==> src/rtl/if_fetch_ctrl_pkg.sv <==
// Shared widths, reset PC, PC increment and fetch-state codes for the IF fetch controller.
package if_fetch_ctrl_pkg;

  localparam int INST_ADDR_BUS = 32;
  localparam int INST_BUS      = 32;

  localparam logic [31:0] DEF_RESET_PC = 32'h0000_0000;
  localparam int          PC_INC       = 4;

  localparam logic [1:0] ST_IDLE = 2'd0;
  localparam logic [1:0] ST_REQ  = 2'd1;
  localparam logic [1:0] ST_WAIT = 2'd2;

endpackage

==> src/rtl/if_fetch_ctrl_if.sv <==
// Bundle of the IF/ID, EX-redirect and instruction-memory signals seen by the fetch controller.
interface if_fetch_ctrl_if
  import if_fetch_ctrl_pkg::*;
#(
  parameter int ADDR_W = INST_ADDR_BUS,
  parameter int INST_W = INST_BUS
);

  logic              stall_i;
  logic              br_flag_i;
  logic [ADDR_W-1:0] br_target_i;
  logic              mem_req_o;
  logic [ADDR_W-1:0] mem_addr_o;
  logic              mem_gnt_i;
  logic              mem_rvalid_i;
  logic [INST_W-1:0] mem_rdata_i;
  logic              inst_valid_o;
  logic [INST_W-1:0] inst_o;
  logic [ADDR_W-1:0] inst_pc_o;
  logic [ADDR_W-1:0] pc_o;
  logic              ce_o;

  modport master (
    input  stall_i, br_flag_i, br_target_i, mem_gnt_i, mem_rvalid_i, mem_rdata_i,
    output mem_req_o, mem_addr_o, inst_valid_o, inst_o, inst_pc_o, pc_o, ce_o
  );

  modport slave (
    output stall_i, br_flag_i, br_target_i, mem_gnt_i, mem_rvalid_i, mem_rdata_i,
    input  mem_req_o, mem_addr_o, inst_valid_o, inst_o, inst_pc_o, pc_o, ce_o
  );

endinterface

==> src/rtl/if_fetch_ctrl_out_slot.sv <==
// One-entry holding register for a fetched instruction and its PC; flush drops the entry.
module if_out_slot
  import if_fetch_ctrl_pkg::*;
#(
  parameter int ADDR_W = INST_ADDR_BUS,
  parameter int INST_W = INST_BUS
) (
  input  logic              clk,
  input  logic              rst,
  input  logic              load,
  input  logic              flush,
  input  logic              stall,
  input  logic [INST_W-1:0] load_inst,
  input  logic [ADDR_W-1:0] load_pc,
  output logic              valid,
  output logic [INST_W-1:0] inst,
  output logic [ADDR_W-1:0] pc
);

  // A new load wins over consumption so a back-to-back response is never lost.
  always_ff @(posedge clk) begin
    if (rst) begin
      valid <= 1'b0;
      inst  <= '0;
      pc    <= '0;
    end else begin
      if (flush) begin
        valid <= 1'b0;
      end else if (load) begin
        valid <= 1'b1;
      end else if (valid && !stall) begin
        valid <= 1'b0;
      end
      if (load) begin
        inst <= load_inst;
        pc   <= load_pc;
      end
    end
  end

endmodule

==> src/rtl/if_fetch_ctrl.sv <==
// Instruction-fetch controller: owns the PC, issues one outstanding memory request at a time,
// applies EX redirects and feeds a one-entry output slot towards IF/ID.
module if_fetch_ctrl
  import if_fetch_ctrl_pkg::*;
#(
  parameter int                ADDR_W   = INST_ADDR_BUS,
  parameter int                INST_W   = INST_BUS,
  parameter logic [ADDR_W-1:0] RESET_PC = ADDR_W'(DEF_RESET_PC)
) (
  input  logic            clk,
  input  logic            rst,
  if_fetch_ctrl_if.master bus
);

  logic [1:0]        state;
  logic [ADDR_W-1:0] pc;
  logic [ADDR_W-1:0] req_pc;
  logic              ce;
  logic              discard;
  logic              slot_valid;
  logic [INST_W-1:0] slot_inst;
  logic [ADDR_W-1:0] slot_pc;
  logic              slot_free;
  logic              accept;
  logic              resp;
  logic              slot_load;
  logic [ADDR_W-1:0] br_pc;

  // The request is only shown while the slot will be empty by the time the data can return.
  assign slot_free      = !slot_valid || !bus.stall_i;
  assign bus.mem_req_o  = (state == ST_REQ) && slot_free;
  assign bus.mem_addr_o = (state == ST_REQ) ? pc : '0;
  assign accept         = bus.mem_req_o && bus.mem_gnt_i;
  assign resp           = (state == ST_WAIT) && bus.mem_rvalid_i;
  assign slot_load      = resp && !discard && !bus.br_flag_i;
  assign br_pc          = {bus.br_target_i[ADDR_W-1:2], 2'b00};

  assign bus.pc_o         = pc;
  assign bus.ce_o         = ce;
  assign bus.inst_valid_o = slot_valid;
  assign bus.inst_o       = slot_inst;
  assign bus.inst_pc_o    = slot_pc;

  // Redirect takes priority over normal sequencing; a granted or in-flight fetch is marked for discard.
  always_ff @(posedge clk) begin
    if (rst) begin
      state   <= ST_IDLE;
      pc      <= RESET_PC;
      req_pc  <= '0;
      ce      <= 1'b0;
      discard <= 1'b0;
    end else begin
      if (accept) begin
        req_pc <= pc;
      end
      if (bus.br_flag_i) begin
        pc <= br_pc;
        case (state)
          ST_IDLE: begin
            ce    <= 1'b1;
            state <= ST_REQ;
          end
          ST_REQ: begin
            if (accept) begin
              discard <= 1'b1;
              state   <= ST_WAIT;
            end else begin
              state <= ST_IDLE;
            end
          end
          ST_WAIT: begin
            if (resp) begin
              discard <= 1'b0;
              state   <= ST_REQ;
            end else begin
              discard <= 1'b1;
            end
          end
          default: state <= ST_IDLE;
        endcase
      end else begin
        case (state)
          ST_IDLE: begin
            ce    <= 1'b1;
            state <= ST_REQ;
          end
          ST_REQ: begin
            if (accept) begin
              pc    <= pc + ADDR_W'(PC_INC);
              state <= ST_WAIT;
            end
          end
          ST_WAIT: begin
            if (resp) begin
              discard <= 1'b0;
              state   <= ST_REQ;
            end
          end
          default: state <= ST_IDLE;
        endcase
      end
    end
  end

  if_out_slot #(
    .ADDR_W(ADDR_W),
    .INST_W(INST_W)
  ) u_slot (
    .clk      (clk),
    .rst      (rst),
    .load     (slot_load),
    .flush    (bus.br_flag_i),
    .stall    (bus.stall_i),
    .load_inst(bus.mem_rdata_i),
    .load_pc  (req_pc),
    .valid    (slot_valid),
    .inst     (slot_inst),
    .pc       (slot_pc)
  );

endmodule

==> src/flat_wrapper.sv <==
// flat-port wrapper written by rule: the top's interface ports become plain ports
module if_fetch_ctrl_flat import if_fetch_ctrl_pkg::*;
#(
  parameter int                ADDR_W   = INST_ADDR_BUS,
  parameter int                INST_W   = INST_BUS,
  parameter logic [ADDR_W-1:0] RESET_PC = ADDR_W'(DEF_RESET_PC)
)
  (clk, rst, bus_stall_i, bus_br_flag_i, bus_br_target_i, bus_mem_gnt_i, bus_mem_rvalid_i, bus_mem_rdata_i, bus_mem_req_o, bus_mem_addr_o, bus_inst_valid_o, bus_inst_o, bus_inst_pc_o, bus_pc_o, bus_ce_o);
  if_fetch_ctrl_if #(.ADDR_W(ADDR_W), .INST_W(INST_W)) bus_i ();
  input  logic clk;
  input  logic rst;
  input wire logic [$bits(bus_i.stall_i)-1:0] bus_stall_i;
  input wire logic [$bits(bus_i.br_flag_i)-1:0] bus_br_flag_i;
  input wire logic [$bits(bus_i.br_target_i)-1:0] bus_br_target_i;
  input wire logic [$bits(bus_i.mem_gnt_i)-1:0] bus_mem_gnt_i;
  input wire logic [$bits(bus_i.mem_rvalid_i)-1:0] bus_mem_rvalid_i;
  input wire logic [$bits(bus_i.mem_rdata_i)-1:0] bus_mem_rdata_i;
  output wire logic [$bits(bus_i.mem_req_o)-1:0] bus_mem_req_o;
  output wire logic [$bits(bus_i.mem_addr_o)-1:0] bus_mem_addr_o;
  output wire logic [$bits(bus_i.inst_valid_o)-1:0] bus_inst_valid_o;
  output wire logic [$bits(bus_i.inst_o)-1:0] bus_inst_o;
  output wire logic [$bits(bus_i.inst_pc_o)-1:0] bus_inst_pc_o;
  output wire logic [$bits(bus_i.pc_o)-1:0] bus_pc_o;
  output wire logic [$bits(bus_i.ce_o)-1:0] bus_ce_o;
  assign bus_i.stall_i = bus_stall_i;
  assign bus_i.br_flag_i = bus_br_flag_i;
  assign bus_i.br_target_i = bus_br_target_i;
  assign bus_i.mem_gnt_i = bus_mem_gnt_i;
  assign bus_i.mem_rvalid_i = bus_mem_rvalid_i;
  assign bus_i.mem_rdata_i = bus_mem_rdata_i;
  assign bus_mem_req_o = bus_i.mem_req_o;
  assign bus_mem_addr_o = bus_i.mem_addr_o;
  assign bus_inst_valid_o = bus_i.inst_valid_o;
  assign bus_inst_o = bus_i.inst_o;
  assign bus_inst_pc_o = bus_i.inst_pc_o;
  assign bus_pc_o = bus_i.pc_o;
  assign bus_ce_o = bus_i.ce_o;
  if_fetch_ctrl #(.ADDR_W(ADDR_W), .INST_W(INST_W), .RESET_PC(RESET_PC)) u_core (.clk(clk), .rst(rst), .bus(bus_i));
endmodule
==> config.mk <==
export PLATFORM = sky130hd
export DESIGN_NAME = if_fetch_ctrl_flat
export DESIGN_NICKNAME = d
export VERILOG_FILES = /design/src/rtl/if_fetch_ctrl_pkg.sv /design/src/rtl/if_fetch_ctrl_if.sv /design/src/rtl/if_fetch_ctrl_out_slot.sv /design/src/rtl/if_fetch_ctrl.sv /design/src/flat_wrapper.sv
export SDC_FILE = /design/constraint.sdc
export NUM_CORES = 1
export LEC_CHECK = 0
export BUFFER_PORTS_ARGS = -buffer_cell sky130_fd_sc_hd__buf_4
export CAP_MARGIN = 20
export CORE_MARGIN = 2
export CORE_UTILIZATION = 35
export DETAILED_ROUTE_END_ITERATION = 12
export PLACE_DENSITY = 0.58
export SYNTH_ARGS = -nofsm -noshare
export SYNTH_HDL_FRONTEND = slang
export SYNTH_SLANG_ARGS = --single-unit
==> constraint.sdc <==
create_clock -name clk -period 1.85 [get_ports clk]
set_clock_uncertainty 0.1 [all_clocks]
set_input_delay 0.185 -clock clk [delete_from_list [all_inputs] [get_ports clk]]
set_output_delay 0.185 -clock clk [all_outputs]
set_load 0.03 [all_outputs]
After elaboration in Yosys (flattened, before gate mapping)
Cells that the tools add are included.
Operators by class
  add/subtract/negate cells: 1
  equality and inequality tests: 4
  muxes and demuxes: 18
  reductions and logical operators: 22
Operators with widths (count)
  two-way mux 32 bit: 4
  adder 32 x 3 -> 32 bit, second input constant: 1
  case mux 2 bit (3 select lines): 2
  nonzero test 2 bit: 6
  two-way mux 2 bit: 4
  two-way mux 1 bit: 7
  logical AND 1 bit: 6
  inequality test 3 x 2 -> 1 bit, second input constant: 2
  logical NOT 1 bit: 4
  AND reduction 2 bit: 2
  AND reduction 4 bit: 1
  == test 2 x 1 -> 1 bit, second input constant: 1
  == test 2 bit, second input constant: 1
  logical NOT 2 bit: 1
  case mux 1 bit (2 select lines): 1
  OR reduction 2 bit: 1
  logical OR 1 bit: 1
Storage, ports and cells
  bits of input ports: 70
  flip-flop bits (word level): 133

Logic depth before layout (Yosys ltp)
Gate-level depths: netlist (run 1).
  depth after elaboration: 7
  mapped depth: 8
  depth with buffers taken out: 7

By module
Synthesis (run 1) repeated with hierarchy kept, for this count alone.
Unflattened totals
  cell total of the unflattened synthesis: 608
  area, all modules: 5431.5 um^2
Modules (own cells, without submodules)
  if_fetch_ctrl: cells each 399, sequential area each 1281.2 um^2, area each 3116.7 um^2, instances 1
  if_out_slot: cells each 209, sequential area each 1301.2 um^2, area each 2314.7 um^2, instances 1

Worst setup path after synthesis (run 1)
OpenSTA, ideal clock, no wires.
  path kind: register to register
  from: reg u_core.state[1]
  to: reg u_core.pc[25], in the netlist u_core.bus.pc_o[25]
  library setup time: 0.078 ns
  required time: 1.672 ns
  data arrival time: 2.034 ns
  cell stages (with the launch flop): 9
  path slack: -0.361 ns
  path through: dfxtp_1 > inv_1 > ha_1 > a21boi_4 > nand3_2 > buf_6 > nor4_1 > mux2_2 > nor3_1
On the way
  longest elaborated chain between the ends: 5
  elaborated cells between the ends (all ways): 6
  classes of those cells: eq/ne: 1; reduce/logical: 5
Ends and longest elaborated chain
  from (decl): RTL line if_fetch_ctrl.sv:15  | logic [1:0] state;
  from (signal assigned): RTL line if_fetch_ctrl.sv:47  | state <= ST_IDLE;
  from (signal assigned): RTL line if_fetch_ctrl.sv:61  | state <= ST_REQ;
  from (signal assigned): RTL line if_fetch_ctrl.sv:66  | state <= ST_WAIT;
  == test 2 x 1 -> 1 bit: RTL line if_fetch_ctrl.sv:31  | assign bus.mem_req_o = (state == ST_REQ) && slot_free;
  logical AND 1 bit: RTL line if_fetch_ctrl.sv:31
  via bus_mem_req_o: RTL line flat_wrapper.sv:18  | output wire logic [$bits(bus_i.mem_req_o)-1:0] bus_mem_req_o;
  logical AND 1 bit: RTL line if_fetch_ctrl.sv:33  | assign accept = bus.mem_req_o && bus.mem_gnt_i;
  nonzero test 2 bit (no source line)
  AND reduction 2 bit (no source line)
  to (signal assigned): RTL line if_fetch_ctrl.sv:57  | pc <= br_pc;
  to (signal assigned): RTL line if_fetch_ctrl.sv:89  | pc <= pc + ADDR_W'(PC_INC);
  to (decl): RTL line if_fetch_ctrl.sv:16  | logic [ADDR_W-1:0] pc;
The timed path passes the listed nets, and every way through them passes these cells.
A chain may end at the register's enable or synchronous reset.

Worst setup path after layout (run 1)
  from: reg u_core.state[1]
  to: reg u_core.pc[21], in the netlist u_core.bus.pc_o[21]
On the way
  longest elaborated chain between the ends: 5
  elaborated cells between the ends (all ways): 6
  classes of those cells: eq/ne: 1; reduce/logical: 5
Ends and longest elaborated chain (RTL line)
  == test 2 x 1 -> 1 bit *: if_fetch_ctrl.sv:31, if_fetch_ctrl.sv:82
  logical AND 1 bit: if_fetch_ctrl.sv:31
  logical AND 1 bit: if_fetch_ctrl.sv:33
  nonzero test 2 bit (no source line)
  AND reduction 2 bit (no source line) *
Every way passes the cells marked *; elsewhere a longest branch is shown, timed or not.

==> impl_results.md, run 1 <==
* Syn Area/Cell at 7.914 um2
* Aggregate global routing overflow at 0
* Hold crit path type: input port to flip-flop
* Final worst-path cycle share at 1.029
* # setup viols final at 3
* Row count at 46
* Via Count at 5889
* VDD IR max at 726.7 uV
* CP delay by family, top: simple AND/OR/NAND/NOR gates
* Unique masters post-synth at 57
* Area Growth Syn to Fin at 68.16%
* # port buffers at 192
* CP max stage cell: or3_4
* Worst R2R Path Depth at 7
* CP Capture Type: flip-flop
* Clock slew at reported path FFs at 60 ps
* Worst R2R Start: u_core.state[1]
* Slew margin rel. at 0.6649
* Gate Count Post-Synth at 713
* Total CTS buffers at 17
* Longest Clk Path Bufs at 2
* Clk_lat worst skew at 420 ps
* Yosys warnings at 0
* Filler cells at 1432
* FF+latch count, synth at 127
* Worst Path Required at 2050 ps
* Reg area at 2560 um2
* Initial DRC count at 318
* Pwr Total at 0.007528 W
* Crit path kind: flip-flop to flip-flop
* Post-synth EDFFs at 0
* CTS tree: done
* Unrepaired setup endpoints after global routing: yes
* Commonest cells after routing, fill and taps aside: buf_4, nand2_1, dfxtp_1, a21oi_1, dlygate4sd3_1
* GP Congestion at 0.7963
* Final Instance Count excl. Fillers at 1240
* Max Slew Vio Count at 0
* Cell count after placement at 1140
* First-pass GRT wire length at 27240 um
* Vias in the first global route at 5394
* Number of remaining DRC errors at 0
* R2r endpoint: u_core.bus.pc_o[21]
* Routed Antenna Nets at 0
* GRT Overall Usage at 0.2042
* PwrDens at 793.3 nW/um2
* Metal3 WL at 858 um
* Share of cells above drive strength 1 at 0.3730
* Initial antenna violation count at 0
* Cell Chain, Critical Path: inv_4 > ha_4 > a21boi_4 > nand3_4 > or3_4 > a221oi_4 > nor3_2
* Failing checks: setup timing
* CP max FO at 7
* Die area at 17150 um2
* Largest stage delay on the critical path at 430 ps
* Clk sinks at 127
* Crit path DAT at 2100 ps
* Hold Path Depth at 3
* Hold worst-path end: u_core.bus.pc_o[23]
* Status: finished, violations left
* Top cell type's share of synthesized area at 0.4506
* Chip Width at 131.0 um
* Least-Margin Pin Slew at 498.1 ps
* Fin crit period at 1904 ps
* Highest routed layer: met4
* Buf/Inv on CP at 1
* Chip height at 131.0 um
* Startpoint Class: flip-flop
* Initial Util at 0.3565
* Max-cap check violation count at 0
* Sequential cell area fraction in the yosys report at 0.4506
* Root Buffer: clkbuf_16
* Routed wl met2 at 9045 um
* Largest cells by area after synthesis: dfxtp_1, nand2_1, a21oi_1
* CORE AREA at 15830 um2
* Nets at 1088
* LEAKAGE at 4.017 nW
* Number of antenna diodes at 0
* DP HPWL at 11700 um
* Hold Startpoint: bus_br_target_i[23]
* Boundary Pins at 201
* FF-to-FF setup slack at -50 ps
* Cell Area, Synth at 5643 um2
* Largest area contributor in the netlist: dfxtp_1
* M1 WL at 8638 um
* Main synth FF type: dfxtp_1
* Drt pass-1 iters at 5
* Post-Route WL at 18800 um
* CTS H-Tree Depth at 4
* Max Clk Rate at 0.5252 GHz
* Post-synthesis async set-or-reset flop share at 0
* Final worst setup slack at -53.97 ps
* Area taken by multi-input logic gates at 3040 um2
* Largest net degree at the start of global routing at 84
* Vias per inst at 4.749
* Most common cell after layout, fill and taps aside: buf_4
* WL per Instance at 15.16 um
* Hold Violations, Final at 0
routing by layer:
metal | GRT usage | up-vias
met5 | 0 | -
met4 | 0.06946 | 0
met3 | 0.04072 | 24
met2 | 0.3301 | 166
met1 | 0.2730 | 2726
li1 | - | 2973
cell usage after synthesis, types with 2 or more instances:
cell and number:
nand4_4 2, and2_1 30, and4_1 2, xor2_1 5, dfxtp_1 127, and4b_1 3
ha_1 6, nand2b_1 2, nor4_1 2, and4_4 2, inv_1 21, o21ai_0 3
o21a_1 9, a221oi_1 3, nor2b_1 9, nor4_2 2, clkbuf_8 4, mux2i_1 7
or3_1 4, a2111oi_0 3, nand3_1 8, nor2_1 22, buf_4 7, nand4_1 12
nand2_1 206, nor3_1 20, nor3b_1 2, a21boi_0 3, clkbuf_1 41, xnor2_1 9
a21oi_1 106, a2111oi_1 2, a21o_1 2, a211oi_1 4
where the power goes:
part | internal (W) | leakage [nW] | total, W | switching (W)
Clock | 0.00199 | 0.278 | 0.00326 | 0.00128
Combinational | 0.000656 | 2.70 | 0.00137 | 0.000715
Sequential | 0.00283 | 1.04 | 0.00290 | 0.0000690
stage by stage:
stage | hold slack, ps | setup TNS (ps) | instance area (um2) | util | setup slack, ps
after global placement | 310.0 | -5.328 | 7779 | 0.4915 | -5.328
after detailed placement | 313.2 | -116.7 | 7779 | 0.4915 | -45.01
after floorplan | 196.5 | -824.8 | 5738 | - | -122.1
after global routing | 20.64 | -2706 | 9489 | 0.5995 | -145.7
after CTS | 6.514 | -37.94 | 9112 | 0.5757 | -6.671
final | 4.464 | -89.57 | 9489 | 0.5995 | -53.97
sequential cells by signal (all words and copies together), names as in the netlist:
signal	cells
u_core.bus.ce_o	1
u_core.u_slot.pc	30
u_core.u_slot.inst	32
u_core.req_pc	30
u_core.state	2
u_core.discard	1
u_core.bus.pc_o	30
u_core.u_slot.valid	1
kinds of logic after synthesis:
family | after synthesis | synth area share
xor+xnor | 14 | 0.02173
mux | 8 | 0.01441
fa+ha+maj | 6 | 0.01330
other cells | 1 | 0.0006646
compound gates | 144 | 0.1501
simple gates | 337 | 0.2854
buf+inv | 76 | 0.06386
flops | 127 | 0.4506
worst max path at each step:
| stage | startpoint | to | slack, ps | cells after the start |
|---|---|---|---|---|
| floorplan | u_core.state[1] | u_core.bus.pc_o[25] | -120 | 8 |
| global placement | u_core.state[1] | u_core.bus.pc_o[25] | -5 | 8 |
| detailed placement | u_core.state[1] | u_core.bus.pc_o[25] | -50 | 8 |
| CTS | u_core.state[1] | u_core.bus.pc_o[21] | -7 | 7 |
| global route | u_core.state[1] | u_core.bus.pc_o[21] | -150 | 7 |
| finish | u_core.state[1] | u_core.bus.pc_o[21] | -50 | 7 |
worst min-delay path: cells and delay by family:
| kind | cells | cell delay [ps] |
|---|---|---|
| buf+inv | 1 | 110 |
| simple gates | 1 | 110 |
| compound gates | 1 | 70 |
final cells by class:
| cell class | instances | share of cell area |
|---|---|---|
| multi-input combinational | 515 | 0.3204 |
| timing repair buffer | 330 | 0.3121 |
| sequential | 127 | 0.2698 |
| clock buffer | 19 | 0.04562 |
| tap | 216 | 0.02848 |
| clock inverter | 12 | 0.01464 |
| inverter | 21 | 0.008966 |
repair_timing:
item	4_1_cts	5_1_grt
hold buffers	59	0
resized for setup	31	69
pin swaps	3	10
buffers inserted	1	4
endpoints found under the hold margin	59	0
gates cloned	1	5
endpoints found under the setup margin	10	133
(Power assumes the default switching activity.)
==> run 2, diff against run 1 <==
--- a/config.mk
+++ b/config.mk
@@ -10,6 +10,7 @@
 export CORE_MARGIN = 2
 export CORE_UTILIZATION = 35
 export DETAILED_ROUTE_END_ITERATION = 12
+export MAX_ROUTING_LAYER = met4
 export PLACE_DENSITY = 0.58
 export SYNTH_ARGS = -nofsm -noshare
 export SYNTH_HDL_FRONTEND = slang
==> run 2 against run 1 <==
The run still ends with setup timing left. Register-to-register slack barely moved. Utilization barely moved. Power barely moved. Global-route usage rose by 0.59 points. First-iteration DRC count rose by 6.0%. Flip-flop and latch count did not move. Hold slack barely moved. Sequential share of layout area barely moved. Wire length barely moved. Sequential power barely moved. Highest routed layer unchanged.
==> impl_results.md, run 2 (synthesized netlist as in run 1, its figures left out) <==
* Boundary Pins at 201
* Routed Antenna Nets at 0
* Aggregate global routing overflow at 0
* Commonest cells after routing, fill and taps aside: buf_4, nand2_1, dfxtp_1, a21oi_1, dlygate4sd3_1
* GP Congestion at 0.8076
* Row count at 46
* Final worst-path cycle share at 1.031
* Max Slew Vio Count at 0
* Drt pass-1 iters at 5
* Initial DRC count at 337
* Longest Clk Path Bufs at 2
* CTS H-Tree Depth at 4
* Clk_lat worst skew at 420 ps
* Initial antenna violation count at 0
* # port buffers at 192
* Die area at 17150 um2
* Post-Route WL at 18790 um
* Worst Path Required at 2050 ps
* M1 WL at 8722 um
* DP HPWL at 11700 um
* Crit path kind: flip-flop to flip-flop
* Crit path DAT at 2100 ps
* WL per Instance at 15.15 um
* CORE AREA at 15830 um2
* Clock slew at reported path FFs at 60 ps
* Final hold slack at 4.456 ps
* Unrepaired setup endpoints after global routing: yes
* # setup viols final at 3
* Status: finished, violations left
* Highest routed layer: met4
* Startpoint Class: flip-flop
* LEAKAGE at 4.015 nW
* CP Capture Type: flip-flop
* Hold Violations, Final at 0
* CTS tree: done
* Vias in the first global route at 5378
* Max Clk Rate at 0.5244 GHz
* Largest net degree at the start of global routing at 84
* GRT Overall Usage at 0.2101
* Max reg flops at 32
* Vias per inst at 4.743
* CP max FO at 7
* Register with the highest flop count: u_core.u_slot.inst
* Final TNS setup at -114.9 ps
* VDD IR max at 719.7 uV
* Slew margin rel. at 0.6576
* Clk sinks at 127
* Number of antenna diodes at 0
* First-pass GRT wire length at 27250 um
* PwrDens at 793.4 nW/um2
* Total CTS buffers at 17
* Share of cells above drive strength 1 at 0.3721
* Final worst setup slack at -56.90 ps
* Routed wl met2 at 8977 um
* Chip height at 131.0 um
* Least-Margin Pin Slew at 509.1 ps
* Hold crit path type: input port to flip-flop
* Fin crit period at 1907 ps
* Failing checks: setup timing
* Initial Util at 0.3565
* Nets at 1088
* Chip Width at 131.0 um
* Root Buffer: clkbuf_16
* Area Growth Syn to Fin at 68.12%
* Number of remaining DRC errors at 0
* Metal3 WL at 813 um
* Most common cell after layout, fill and taps aside: buf_4
* Via Count at 5881
* Max-cap check violation count at 0
==> run 2: cell counts in the layout (fill, tap and decap cells not counted) <==
Identical to the previous run, type by type.
==> run 2: worst paths after layout <==
| check | startpoint | end | slack [ps] | cells after the start |
|---|---|---|---|---|
| max | u_core.state[1] | u_core.bus.pc_o[21] | -60 | 7 |
| min | bus_br_target_i[23] | u_core.bus.pc_o[23] | 4 | 3 |
| min reg2reg | u_core.req_pc[25] | u_core.u_slot.pc[25] | 350 | 2 |
| max reg2reg | u_core.state[1] | u_core.bus.pc_o[21] | -60 | 7 |
==> run 2: layer usage <==
metal	vias to the layer above	global-route usage
met5	-	-
met4	0	0.06946
met3	26	0.03827
met2	159	0.3295
met1	2719	0.2742
li1	2977	-
==> run 2: power breakdown <==
group,leakage (nW),switching (W),internal [W]
registers,1.04,0.0000692,0.00283
logic,2.70,0.000716,0.000655
clock network,0.278,0.00127,0.00199
==> run 2: stage by stage <==
stage	area [um2]	total power (W)	cells	util	worst slack, ps
2_1_floorplan	5738	0.003549	718	-	-122.1
3_3_place_gp	7779	0.004043	1140	0.4915	-5.328
3_5_place_dp	7779	0.004045	1140	0.4915	-45.01
4_1_cts	9112	0.007494	1231	0.5757	-6.671
5_1_grt	9487	0.007810	1240	0.5994	-145.6
6_report	9487	0.007526	1240	0.5994	-56.90
==> run 2: worst max-delay path: stages, from the launching register on <==
cell and delay (ps):
dfxtp_4 350, inv_4 60, ha_4 150, a21boi_4 210, nand3_4 140, or3_4 430
a221oi_4 300, nor3_2 50
==> run 2: repair_timing <==
| action | in CTS | in global routing |
|---|---|---|
| buffers inserted | 1 | 4 |
| hold endpoints to repair | 59 | 0 |
| hold buffers | 59 | 0 |
| gates cloned | 1 | 5 |
| endpoints found under the setup margin | 10 | 133 |
| pin swaps | 3 | 11 |
| gates resized for setup | 31 | 68 |
==> run 2: cell type report <==
cell class,count,area [um2]
Clock inverter,12,138.9
Timing Repair Buffer,330,2962
Clock buffer,19,432.9
Tap cell,216,270.3
Inverter,21,85.08
Fill cell,1430,6341
Sequential cell,127,2560
Multi-Input combinational cell,515,3038
==> run 3, diff against run 2 <==
--- a/config.mk
+++ b/config.mk
@@ -5,13 +5,15 @@
 export SDC_FILE = /design/constraint.sdc
 export NUM_CORES = 1
 export LEC_CHECK = 0
+export ABC_AREA = 1
 export BUFFER_PORTS_ARGS = -buffer_cell sky130_fd_sc_hd__buf_4
 export CAP_MARGIN = 20
 export CORE_MARGIN = 2
 export CORE_UTILIZATION = 35
+export CTS_BUF_LIST = sky130_fd_sc_hd__clkbuf_8
 export DETAILED_ROUTE_END_ITERATION = 12
 export MAX_ROUTING_LAYER = met4
-export PLACE_DENSITY = 0.58
+export PLACE_DENSITY = 0.57
 export SYNTH_ARGS = -nofsm -noshare
 export SYNTH_HDL_FRONTEND = slang
 export SYNTH_SLANG_ARGS = --single-unit
==> run 3 against run 2 <==
The flow now finishes without violations. Clock power fell by 21%. Setup slack improved by 140 ps. Sequential share of layout area rose by 1.9 points. Synthesized cell count rose by 20%. Power rose by 2.6%. Register-to-register slack improved by 240 ps. Sequential power rose by 7.9%. Count of clock-buffer cells in the layout fell by 1. Utilization fell by 6.4 points. Flip-flop and latch count did not move. Combinational power rose by 46%. Synthesized area rose by 3.7%. Critical path type is now flip-flop to primary output. Largest power group is now sequential cells.
==> impl_results.md, run 3 <==
* Status: finished clean
* Unique masters post-synth at 34
* Max Slew Vio Count at 0
* LEAKAGE at 4.298 nW
* Longest Clk Path Bufs at 2
* Crit path kind: flip-flop to primary output
* Cell Area, Synth at 5851 um2
* Vias in the first global route at 5951
* Top cell type's share of synthesized area at 0.4346
* GRT Overall Usage at 0.2144
* Post-synth EDFFs at 0
* Syn Area/Cell at 6.859 um2
* Worst R2R Start: u_core.state[0]
* Root Buffer: clkbuf_8
* R2r endpoint: u_core.u_slot.inst[25]
* CTS tree: done
* VDD IR max at 568.4 uV
* Chip height at 133.3 um
* CP max FO at 14
* Post-synthesis async set-or-reset flop share at 0
* CORE AREA at 16470 um2
* Boundary Pins at 201
* DP HPWL at 12890 um
* FF+latch count, synth at 127
* Clock slew at reported path FFs at 80 ps
* Initial Util at 0.3553
* Area Growth Syn to Fin at 50.64%
* Max reg flops at 32
* Max-cap check violation count at 0
* Hold Violations, Final at 0
* Initial antenna violation count at 0
* CP Capture Type: primary output
* Number of remaining DRC errors at 0
* Aggregate global routing overflow at 0
* Nets at 1189
* Hold crit path type: input port to flip-flop
* Gate Count Post-Synth at 853
* Most frequent cells after synthesis: nand2_1, nor2_1, dfxtp_1, o21ai_0, inv_1
* WL per Instance at 13.68 um
* Crit path DAT at 1480 ps
* Least-Margin Pin Slew at 517.8 ps
* # setup viols final at 0
* Die area at 17770 um2
* Row count at 47
* Routed Antenna Nets at 0
* PwrDens at 876.2 nW/um2
* Cell count after placement at 1256
* Largest area contributor in the netlist: dfxtp_1
* Post-CTS Setup Inserts at 0
* Worst R2R Path Depth at 8
* Final TNS setup at 0 ps
* Chip Width at 133.3 um
* Post-Route WL at 18420 um
* Fin crit period at 1767 ps
* Hold worst-path end: u_core.bus.pc_o[26]
* Share of cells above drive strength 1 at 0.2655
* Largest cells by area after synthesis: dfxtp_1, nand2_1, nor2_1
* Hold Startpoint: bus_br_target_i[26]
* Yosys warnings at 0
* Slew margin rel. at 0.6548
* CTS H-Tree Depth at 4
* Place WS at 81.33 ps
* Max Clk Rate at 0.5660 GHz
* Largest net degree at the start of global routing at 43
* FF-to-FF setup slack at 180 ps
* Number of antenna diodes at 0
* Total CTS buffers at 17
* Clk_lat worst skew at 440 ps
* Final worst-path cycle share at 0.9551
* GP Congestion at 0.8953
* Hold Path Depth at 5
* Initial DRC count at 321
* Top-count cell post-synth: nand2_1
* Main synth FF type: dfxtp_1
* Drt pass-1 iters at 4
* Sequential cell area fraction in the yosys report at 0.4346
* Final hold slack at 27.74 ps
* Unrepaired setup endpoints after global routing: no
* Commonest cells after routing, fill and taps aside: buf_4, nand2_1, nor2_1, dfxtp_1, o21ai_0
* Most common cell after layout, fill and taps aside: buf_4
* Final worst setup slack at 83.12 ps
* # port buffers at 192
* Final core occ at 0.5353
* Startpoint Class: flip-flop
* Clk sinks at 127
* Vias per inst at 4.559
* Via Count at 6137
* First-pass GRT wire length at 29660 um
* Worst Path Required at 1560 ps
* Register with the highest flop count: u_core.u_slot.inst
* Final Instance Count excl. Fillers at 1346
[run 3: cell count changes after synthesis, moves of 17 or more]
cell	change
nor3_1	-19
inv_1	+65
nand3_1	+26
a21oi_1	-52
and2_1	-28
o21ai_0	+91
buf_2	+17
nand2_1	-36
nor2_1	+141
[run 3: area by class of cell]
type                       count  area [um2]
clock buffer                  18       247.7
clock inverter                14       180.2
fill                        1663        7652
inverter                      89       336.6
multi-input combinational    590        2766
sequential                   127        2549
tap                          220       275.3
timing repair buffer         288        2459
[run 3: kinds of logic (layout without fill, tap and decap cells)]
group,count (synthesis),in the layout,synth area share
AND/OR/NAND/NOR,399,399,0.2894
AO/OA/AOI/OAI,167,167,0.1467
other,1,6,0.0006410
buffers and inverters,141,409,0.09795
adder cells (fa/ha/maj),6,6,0.01283
XOR/XNOR,12,12,0.01796
flip-flops,127,127,0.4346
[run 3: stage by stage]
step                      total power (W)  instance area [um2]
after CTS                        0.007755                 8775
after detailed placement         0.004989                 7732
after global placement           0.004979                 7732
after floorplan                  0.004228                 5869
after global routing             0.008095                 8813
final                            0.007723                 8813
[run 3: layer usage]
layer	vias up	GRT usage	part of all wire
li1	3201	-	-
met1	2732	0.2692	0.47
met2	176	0.3425	0.45
met3	28	0.04414	0.050
met4	0	0.07801	0.025
met5	-	-	0
[run 3: power breakdown]
group          leakage [nW]  switching [W]  internal, W
Combinational          3.05        0.00118     0.000816
Sequential             1.04       0.000169      0.00296
Clock                 0.216        0.00120      0.00140
[run 3: critical path, cell delays in order, from the launching register on]
cell	delay, ps
dfxtp_2	350
inv_4	50
ha_4	180
buf_12	150
and2_1	170
buf_6	140
[run 3: worst max path at each step]
| stage | end | startpoint | slack [ps] |
|---|---|---|---|
| 2_1_floorplan | u_core.bus.pc_o[16] | u_core.bus.pc_o[3] | 80 |
| 3_3_place_gp | u_core.bus.pc_o[16] | u_core.state[0] | 100 |
| 3_5_place_dp | u_core.bus.pc_o[16] | u_core.state[0] | 80 |
| 4_1_cts | bus_mem_req_o | u_core.state[1] | 4 |
| 5_1_grt | bus_mem_addr_o[11] | u_core.state[1] | 8 |
| 6_report | bus_mem_req_o | u_core.state[1] | 80 |
[run 3: timing repair]
action	CTS	global route
setup endpoints to repair	31	33
resized for setup	8	15
endpoints found under the hold margin	58	0
hold buffers	58	0
